[config.mk]
export PLATFORM = sky130hd
export DESIGN_NAME = poly1305_block_sequencer
export DESIGN_NICKNAME = d
export VERILOG_FILES = /design/src/rtl/poly1305_seq_pkg.sv /design/src/rtl/poly1305_block_sequencer.sv
export SDC_FILE = /design/constraint.sdc
export NUM_CORES = 1
export LEC_CHECK = 0
export CAP_MARGIN = 15
export CORE_AREA = 2 2 402 404
export CTS_CLUSTER_DIAMETER = 200
export DETAILED_ROUTE_END_ITERATION = 8
export DIE_AREA = 0 0 404 406
export GPL_ROUTABILITY_DRIVEN = 0
export SLEW_MARGIN = 30
export SYNTH_ARGS = -nofsm -noshare
export SYNTH_HDL_FRONTEND = slang
export SYNTH_SLANG_ARGS = --single-unit
[constraint.sdc]
create_clock -name clock -period 2.5 [get_ports clock]
set_clock_uncertainty 0.2 [all_clocks]
set_input_delay 0.75 -clock clock [delete_from_list [all_inputs] [get_ports clock]]
set_output_delay 0.75 -clock clock [all_outputs]
set_load 0.01 [all_outputs]
[src/rtl/poly1305_seq_pkg.sv]
// Shared widths, constants and FSM state encoding for the Poly1305 block sequencer.
package poly1305_seq_pkg;

    localparam int BLOCK_W = 128;
    localparam int KEY_W   = 256;
    localparam int TAG_W   = 128;
    localparam int BCNT_W  = 4;

    localparam logic [BCNT_W-1:0] FULL_BLOCK_BYTES_M1 = 4'd15;

    typedef enum logic [2:0] {
        IDLE,
        CLEAR,
        START,
        WAIT,
        TAG
    } seq_state_e;

endpackage

[src/rtl/poly1305_block_sequencer.sv]
// Message-level controller for poly1305_serial_encoder: feeds one 128-bit block per
// encoder pass, holds it for the fixed encoder latency and returns the final tag.
module poly1305_block_sequencer
    import poly1305_seq_pkg::*;
#(
    parameter int BLOCK_LATENCY = 12
) (
    input  logic                clock,
    input  logic                clear_n,
    input  logic [KEY_W-1:0]    key,
    input  logic                s_valid,
    output logic                s_ready,
    input  logic [BLOCK_W-1:0]  s_data,
    input  logic                s_last,
    input  logic [BCNT_W-1:0]   s_bytes_minus_one,
    output logic                enc_clear,
    output logic                enc_start,
    output logic [KEY_W-1:0]    enc_key,
    output logic [BLOCK_W-1:0]  enc_round_input,
    output logic [BCNT_W-1:0]   enc_number_of_input_bytes_minus_one,
    input  logic [TAG_W-1:0]    enc_tag,
    output logic [TAG_W-1:0]    tag,
    output logic                tag_valid,
    input  logic                tag_ready,
    output logic                busy
);

    localparam int CNT_W = $clog2(BLOCK_LATENCY + 1);

    seq_state_e          state, state_nxt;
    logic [CNT_W-1:0]    cnt;
    logic                first;
    logic                last_q;
    logic [KEY_W-1:0]    key_q;
    logic [BLOCK_W-1:0]  data_q;
    logic [BCNT_W-1:0]   bcnt_q;
    logic [TAG_W-1:0]    tag_q;
    logic                accept;
    logic                cnt_zero;

    assign accept   = s_valid && s_ready;
    assign cnt_zero = (cnt == '0);

    always_ff @(posedge clock or negedge clear_n) begin
        if (!clear_n) state <= IDLE;
        else          state <= state_nxt;
    end

    always_comb begin
        state_nxt = state;
        s_ready   = 1'b0;
        enc_clear = 1'b0;
        enc_start = 1'b0;
        tag_valid = 1'b0;
        busy      = 1'b1;
        case (state)
            IDLE: begin
                s_ready = 1'b1;
                busy    = 1'b0;
                if (accept) state_nxt = first ? CLEAR : START;
            end
            CLEAR: begin
                enc_clear = 1'b1;
                state_nxt = START;
            end
            START: begin
                enc_start = 1'b1;
                state_nxt = WAIT;
            end
            WAIT: begin
                if (cnt_zero) state_nxt = last_q ? TAG : IDLE;
            end
            TAG: begin
                tag_valid = 1'b1;
                if (tag_ready) state_nxt = IDLE;
            end
            default: state_nxt = IDLE;
        endcase
    end

    // Block registers only move on an accepted word, so the encoder sees stable inputs
    // from its start pulse until the wait counter expires.
    always_ff @(posedge clock or negedge clear_n) begin
        if (!clear_n) begin
            first  <= 1'b1;
            last_q <= 1'b0;
            key_q  <= '0;
            data_q <= '0;
            bcnt_q <= '0;
            tag_q  <= '0;
            cnt    <= '0;
        end else begin
            if (accept) begin
                data_q <= s_data;
                last_q <= s_last;
                bcnt_q <= s_last ? s_bytes_minus_one : FULL_BLOCK_BYTES_M1;
                if (first) key_q <= key;
            end
            if (state == START) begin
                cnt   <= CNT_W'(BLOCK_LATENCY - 1);
                first <= 1'b0;
            end else if (state == WAIT && !cnt_zero) begin
                cnt <= cnt - CNT_W'(1);
            end
            if (state == WAIT && cnt_zero && last_q) tag_q <= enc_tag;
            if (state == TAG && tag_ready) first <= 1'b1;
        end
    end

    assign enc_key                             = key_q;
    assign enc_round_input                     = data_q;
    assign enc_number_of_input_bytes_minus_one = bcnt_q;
    assign tag                                 = tag_q;

endmodule
* Word level (Yosys, flattened, before mapping)
Cells that the tools add are included.
** Storage, ports and cells
- RAM bits :: 0
- Latch bits :: 0
- ROM bits :: 0
- Memories :: 0
- Output and inout port bits :: 521
- Bits in registers :: 525
** Operators by class
- Bitwise operators :: 0
- Eq/ne operators :: 7
- $lt $le $gt $ge :: 0
- $mul :: 0
- Mux-type cells :: 16
- Shift-type cells :: 0
- Reductions and logical operators :: 12
- Add/subtract/negate cells :: 1
- Div/mod/pow operators :: 0
** Operators with widths (count)
- $pmux 3 s5 :: 1
- $mux 3 :: 4
- $mux 4 :: 3
- $mux 1 :: 7
- $eq 3x2->1 const B :: 2
- $ne 2x2->1 const B :: 3
- $logic_and 1x1->1 :: 5
- $logic_not 4->1 :: 1
- $reduce_bool 2->1 :: 2
- $sub 4x1->4 const B :: 1
- $eq 3x1->1 const B :: 1
- $eq 3x3->1 const B :: 1
- $logic_not 3->1 :: 1
- $reduce_and 3->1 :: 1
- $mux 2 :: 1
- $reduce_and 2->1 :: 1
- $logic_not 1->1 :: 1

* Logic depth before layout (Yosys ltp)
Gate-level depths: netlist (run 1).
- Depth in word-level cells :: 5
- Mapped depth :: 8
- Mapped depth without buffers :: 5

* Worst setup path after synthesis (run 1)
No wires, ideal clock.
- Path kind :: reg-to-reg
- Start :: reg state[2]
- End :: reg key_q[0] (netlist: enc_key[0])
- Cell stages (with the launch flop) :: 9
- Period minus slack after synthesis :: 2.186 ns
- Setup time :: 0.125 ns
- Setup slack :: 0.314 ns
- Path buffers :: 4
- Data arrival time :: 1.861 ns
- Data required time :: 2.175 ns
- Path through :: dfrtp_1 > buf_6 > or3_4 > inv_2 > and3_1 > buf_6 > buf_12 > buf_12 > mux2_4
** On the way
- Cells in the longest elaborated chain, start to end :: 4
** RTL lines
- start: declaration :: RTL line poly1305_block_sequencer.sv:30 : seq_state_e state, state_nxt;
- start signal: assignment :: RTL line poly1305_block_sequencer.sv:46 : else state <= state_nxt;
- $logic_not 3->1 :: RTL line poly1305_block_sequencer.sv:56 : case (state)
- $mux 1 :: RTL line poly1305_block_sequencer.sv:56
- net s_ready :: RTL line poly1305_block_sequencer.sv:12 : output logic s_ready,
- $logic_and 1x1->1 :: RTL line poly1305_block_sequencer.sv:41 : assign accept = s_valid && s_ready;
- $reduce_and 2->1 (no source line)
- end signal: assignment :: RTL line poly1305_block_sequencer.sv:97 : if (first) key_q <= key;
- end: declaration :: RTL line poly1305_block_sequencer.sv:34 : logic [KEY_W-1:0] key_q;
The timed path passes the listed nets, and every way through them passes these cells.
A chain may end at the register's enable or synchronous reset.

* Final worst setup path (run 1)
- Start :: reg state[2]
- End :: out s_ready
** On the way
- Cells in the longest elaborated chain, start to end :: 2
** RTL lines (RTL line)
- $logic_not 3->1 :: poly1305_block_sequencer.sv:56
- $mux 1 :: poly1305_block_sequencer.sv:56
- end: declaration :: poly1305_block_sequencer.sv:12
Every way passes these cells.

==> results of run 1 <==
==> worst register-to-register path, delay by kind of cell (launching register included) <==
family	cells	cell delay (ns)
flops	1	0.40
buf+inv	3	0.52
simple gates	2	0.72
mux	1	0.38
==> logic make-up (layout without fill, tap and decap cells) <==
logic type	count (synthesis)	in the layout	synth area share, %
flops	525	525	63.6
mux	516	516	31.7
buf+inv	70	1271	3.44
simple gates	23	23	0.642
compound gates	13	13	0.454
fa+ha+maj	2	2	0.121
other cells	0	7	0
==> repair_timing <==
action / 4_1_cts / 5_1_grt
hold buffers: 1 / 0
gates resized for setup: 591 / 18
pin swaps: 1 / 0
endpoints found under the hold margin: 12 / 0
setup endpoints to repair: 517 / 18
setup buffers: 5 / 1
==> flip-flops by register name (all words and copies together), names as in the netlist <==
register                             cells
cnt                                      4
enc_key                                256
enc_number_of_input_bytes_minus_one      4
enc_round_input                        128
first                                    1
last_q                                   1
state                                    3
tag                                    128
==> area by class of cell <==
cell class	count	area share [%]
Antenna cell	7	0.0488
Clock buffer	96	5.46
Clock inverter	34	1.43
Inverter	9	0.101
Multi-Input combinational cell	554	19.0
Sequential cell	525	36.6
Tap cell	2086	7.26
Timing Repair Buffer	1132	30.1
==> metal layers <==
layer / wire (um) / global-route usage, % / share of wire (%)
met4: 2640 / 3.16 / 2.6
met1: 39300 / 13.7 / 38
met5: 264 / 0 / 0.26
met2: 47800 / 19.4 / 46
met3: 13100 / 6.90 / 13
==> how the worst max path moves through the flow <==
stage	end	start	depth (start not counted)	slack, ns
finish	s_ready	state[2]$_DFFE_PN0P_	3	-0.09
floorplan	enc_key[0]$_DFFE_PN0P_	state[2]$_DFFE_PN0P_	8	0.31
detailed placement	enc_key[206]$_DFFE_PN0P_	s_valid	5	-0.31
global placement	enc_key[193]$_DFFE_PN0P_	s_valid	5	-0.26
global route	enc_start	state[2]$_DFFE_PN0P_	2	-0.20
CTS	s_ready	state[2]$_DFFE_PN0P_	3	-0.19
==> cells in the final DEF, fill, tap and decap left out, drive strengths merged, types with 2 or more instances in the layout <==
cell / netlist / final
a31oi: 4 / 4
and3: 2 / 2
buf: 57 / 99
bufinv: 0 / 8
clkbuf: 4 / 109
clkdlybuf4s15: 0 / 23
clkdlybuf4s50: 0 / 519
clkinv: 0 / 15
clkinvlp: 0 / 5
dfrtp: 524 / 524
diode: 0 / 7
dlygate4sd2: 0 / 477
ha: 2 / 2
inv: 9 / 15
mux2: 514 / 514
mux2i: 2 / 2
nor2: 9 / 9
nor3b: 4 / 4
==> stage by stage <==
| stage | setup TNS (ns) | util, % |
|---|---|---|
| after floorplan | 0 | - |
| after global placement | -74.63 | 21.3 |
| after detailed placement | -89.23 | 21.3 |
| after CTS | -0.731 | 22.5 |
| after global routing | -0.837 | 22.5 |
| final | -0.246 | 22.5 |
==> where the power goes <==
group          leakage (nW)  internal [mW]  switching (mW)  total [mW]
Combinational          8.30           5.90            5.20        11.1
Clock                  1.19           6.44            4.32        10.8
Sequential             6.31           11.4            1.89        13.2
Total                  15.8           23.7            11.4        35.1
==> flow_metrics.tcl, run 1 <==
set metrics [dict create \
    maxCapViolCount 0 \
    min_to "enc_key[199]$_DFFE_PN0P_" \
    die_w_um 404 \
    synth_common_cells "dfrtp_1, mux2_2, mux2_4" \
    postRouteAntennaNets 0 \
    multi_input_area_um2 6840 \
    crit_arrival_ns 1.64 \
    synth_warnings 0 \
    synth_edf_count 0 \
    r2r-end "enc_key[206]$_DFFE_PN0P_" \
    max_freq_mhz 386 \
    hold_depth 1 \
    cts_sinks 525 \
    core_um2 160000 \
    maxSlewViolCount 0 \
    place_inst 4299 \
    violations "negative setup slack" \
    fin_cells 4443 \
    critPathTopFamily "simple AND/OR/NAND/NOR gates" \
    fin_area_um2 35900 \
    path_cells "or3_4 > inv_4 > buf_6" \
    grt_pass1_vias 15600 \
    finalWorstSetupSlack_ns -0.0916 \
    yosysMostFrequentCell "dfrtp_1" \
    seq_area_um2 13200 \
    hold_ws_ns 0.275 \
    worstSetupPathType "reg2out" \
    netlist_top_cells_area "dfrtp_1, mux2_2, mux2_4" \
    min_from "enc_key[199]$_DFFE_PN0P_" \
    cts_inserted_buffers 71 \
    min_period_ns 2.59 \
    grt_setup_unrepaired "yes" \
    worst-path-buf-inv 2 \
    async_flop_share_pct 100 \
    r2r-start "state[2]$_DFFE_PN0P_" \
    syn-instance-count 1149 \
    setup_viol 4 \
    total_power_mw 35.1 \
    hold_viol 0 \
    nFillCells 17100 \
    initial_utilization_pct 12.9 \
    hold_path.class "reg2reg" \
    area_growth_pct 73.9 \
    post-route-period-util_pct 104 \
    pre_cts_slack_ns -0.308 \
    relSlewSlack_pct 57.7 \
    critical_path.max_stage_delay_ns 0.42 \
    nets 2816 \
    cts_root_buf "clkbuf_16" \
    synth_nets 1672 \
    cp-start-kind "flip-flop" \
    syn-mean-instance-area_um2 18.0 \
    vias_per_cell 3.31 \
    clk_latency_ns 0.65 \
    clk_pin_slew_ns 0.06 \
    place_area_um2 34000 \
    worstRegToRegCells 6 \
    pwr_density_cell_nw_per_um2 977 \
    netlist_area_um2 20700 \
    synth_top_area_cell "dfrtp_1" \
    status "finished, violations left" \
    grt_max_degree 55 \
    via_count 14700 \
    drt-initial-drc-count 450 \
    drive_gt1_share_pct 32.8 \
    synth_top_area_share_pct 63.5 \
    cts_tree "built" \
    ioPinCount 1042 \
    reg2reg_slack_ns 0.16 \
    num_rows 147 \
    worstMarginPinSlew_ns 0.635 \
    port-buffer-count 1041 \
    grt_overflow 0 \
    required_ns 1.55 \
    drc 0 \
    cp_max_fo 3 \
    cts_buffer_depth 3 \
    dp_hpwl_um 87400 \
    ys_ff_latch 525 \
    antenna_found_initial 61 \
    first_pass_iters 4 \
    vdd_drop_max_mv 0.763 \
    die_h_um 406 \
    wl_um 103000 \
    synth.distinct_cells 35 \
    synth-seq-area-share_pct 63.6 \
    die_area_um2 164000 \
    track_usage_pct 12.1 \
    power.leakage_nw 15.8 \
    crit_path_end_kind "output port" \
    slowest_stage "or3_4" \
    ctsHtreeMaxLevel 3 \
    wl_per_cell_um 23.2 \
    yosys_most_used_dff "dfrtp_1" \
    grt_pass1_wl_um 136000 \
]
Power figures use the tool's default switching activity.
==> run 2: changes to the inputs <==
- clock period: 2.5 -> 2.7 ns (I/O delays scaled with it)
==> flow_metrics.tcl, run 2 (synthesis gave the netlist of run 1 again) <==
set metrics [dict create \
    grt_pass1_vias 15500 \
    vdd_drop_max_mv 0.545 \
    fin_area_um2 36100 \
    num_rows 147 \
    nFillCells 16900 \
    maxCapViolCount 0 \
    largest_reg_flops 256 \
    wl_um 104000 \
    crit_path_end_kind "output port" \
    final_common_cell "clkdlybuf4s50_1" \
    min_period_ns 2.67 \
    via_count 14800 \
    max_freq_mhz 375 \
    cts_root_buf "clkbuf_16" \
    grt_overflow 0 \
    worstMarginPinSlew_ns 0.598 \
    postRouteAntennaNets 0 \
    pwr_density_cell_nw_per_um2 911 \
    status "complete, no violations" \
    initial_utilization_pct 12.9 \
    cts_buffer_depth 3 \
    postLayoutCoreUtil_pct 22.6 \
    drive_gt1_share_pct 31.3 \
    port-buffer-count 1041 \
    first_pass_iters 6 \
    drt-initial-drc-count 584 \
    maxSlewViolCount 0 \
    post-route-period-util_pct 98.9 \
    grt_setup_unrepaired "yes" \
    grt_pass1_wl_um 137000 \
    die_area_um2 164000 \
    core_um2 160000 \
    final_cell_mix "clkdlybuf4s50_1, dfrtp_1, mux2_2" \
    cp_max_fo 3 \
    power.leakage_nw 15.1 \
    ctsHtreeMaxLevel 3 \
    nets 2811 \
    hold_path.class "reg2reg" \
    crit_arrival_ns 1.66 \
    worstSetupPathType "reg2out" \
    required_ns 1.69 \
    track_usage_pct 12.2 \
    area_growth_pct 74.7 \
    cts_inserted_buffers 68 \
    cts_tree "built" \
    vias_per_cell 3.33 \
    multi_input_area_um2 6850 \
    grt_max_degree 43 \
    dp_hpwl_um 87600 \
    cts_sinks 525 \
    cp-start-kind "flip-flop" \
    clk_pin_slew_ns 0.06 \
    drc 0 \
    hold_viol 0 \
    setup_viol 0 \
    relSlewSlack_pct 60.1 \
    place_area_um2 34000 \
    wl_per_cell_um 23.4 \
    seq_area_um2 13200 \
    die_h_um 406 \
    die_w_um 404 \
    antenna_found_initial 67 \
    clk_latency_ns 0.64 \
    ioPinCount 1042 \
]
run 2: changes by cell type in the layout (fill, tap and decap cells not counted), moves of 6 or more:
| cell | change |
|---|---|
| clkdlybuf4s50_1 | +336 |
| dlygate4sd2_1 | -306 |
| clkdlybuf4s15_2 | -14 |
| clkbuf_2 | -13 |
| diode_2 | +10 |
| clkdlybuf4s15_1 | -9 |
| dlymetal6s2s_1 | +6 |
run 2: worst max-delay path: stages, from the launching register on:
cell	delay, ns
dfrtp_1	0.41
or3_4	0.43
inv_4	0.08
buf_6	0.10
run 2: timing repair:
action                     CTS  global route
hold endpoints to repair    13             0
setup buffers                7             2
gates resized for setup    208            12
hold buffers                 1             0
pin swaps                    3             2
setup endpoints to repair  179            10
run 2: cell type report:
class | count | share of cell area (%)
antenna | 17 | 0.118
clock buffer | 89 | 5.16
clock inverter | 24 | 0.849
inverter | 9 | 0.101
multi-input combinational | 554 | 19.0
sequential | 525 | 36.4
tap | 2086 | 7.23
timing repair buffer | 1130 | 31.1
run 2: path summary, 6_finish.rpt:
kind | start | to | slack, ns | depth (start not counted)
worst max-delay path | state[0]$_DFFE_PN0P_ | s_ready | 0.03 | 3
worst min-delay path | enc_key[199]$_DFFE_PN0P_ | enc_key[199]$_DFFE_PN0P_ | 0.29 | 1
worst max register to register | state[0]$_DFFE_PN0P_ | enc_key[204]$_DFFE_PN0P_ | 0.29 | 6
worst min register to register | enc_key[199]$_DFFE_PN0P_ | enc_key[199]$_DFFE_PN0P_ | 0.29 | 1
max in group asynchronous | clear_n | enc_key[205]$_DFFE_PN0P_ | 0.87 | 3
min in group asynchronous | clear_n | enc_key[5]$_DFFE_PN0P_ | 0.48 | 2
run 2: through the flow:
stage / cells / setup TNS, ns / hold slack [ns] / power [mW] / setup WS (ns)
2_1_floorplan: 1149 / 0 / 0.260 / 15.9 / 0.486
3_3_place_gp: 4295 / -13.31 / 0.271 / 24.5 / -0.0966
3_5_place_dp: 4295 / -18.10 / 0.280 / 24.7 / -0.107
4_1_cts: 4416 / -0.113 / 0.290 / 33.5 / -0.0581
5_1_grt: 4420 / -0.233 / 0.300 / 34.5 / -0.0715
6_report: 4434 / 0 / 0.290 / 32.9 / 0.0302
run 2: per-layer routing:
layer / wire, um / share of wire, % / global-route usage [%] / up-vias
met3: 13000 / 13 / 6.93 / 181
met5: 260 / 0.25 / 0 / -
met1: 40000 / 39 / 14.0 / 7509
met2: 48200 / 46 / 19.5 / 637
li1: - / - / - / 6394
met4: 2350 / 2.3 / 2.97 / 42
run 2: power by group:
part / internal [mW] / leakage, nW / switching (mW) / total (mW)
Clock: 5.35 / 1.06 / 3.75 / 9.10
Sequential: 10.5 / 6.31 / 1.76 / 12.3
Combinational: 6.64 / 7.74 / 4.87 / 11.5
Total: 22.5 / 15.1 / 10.4 / 32.9
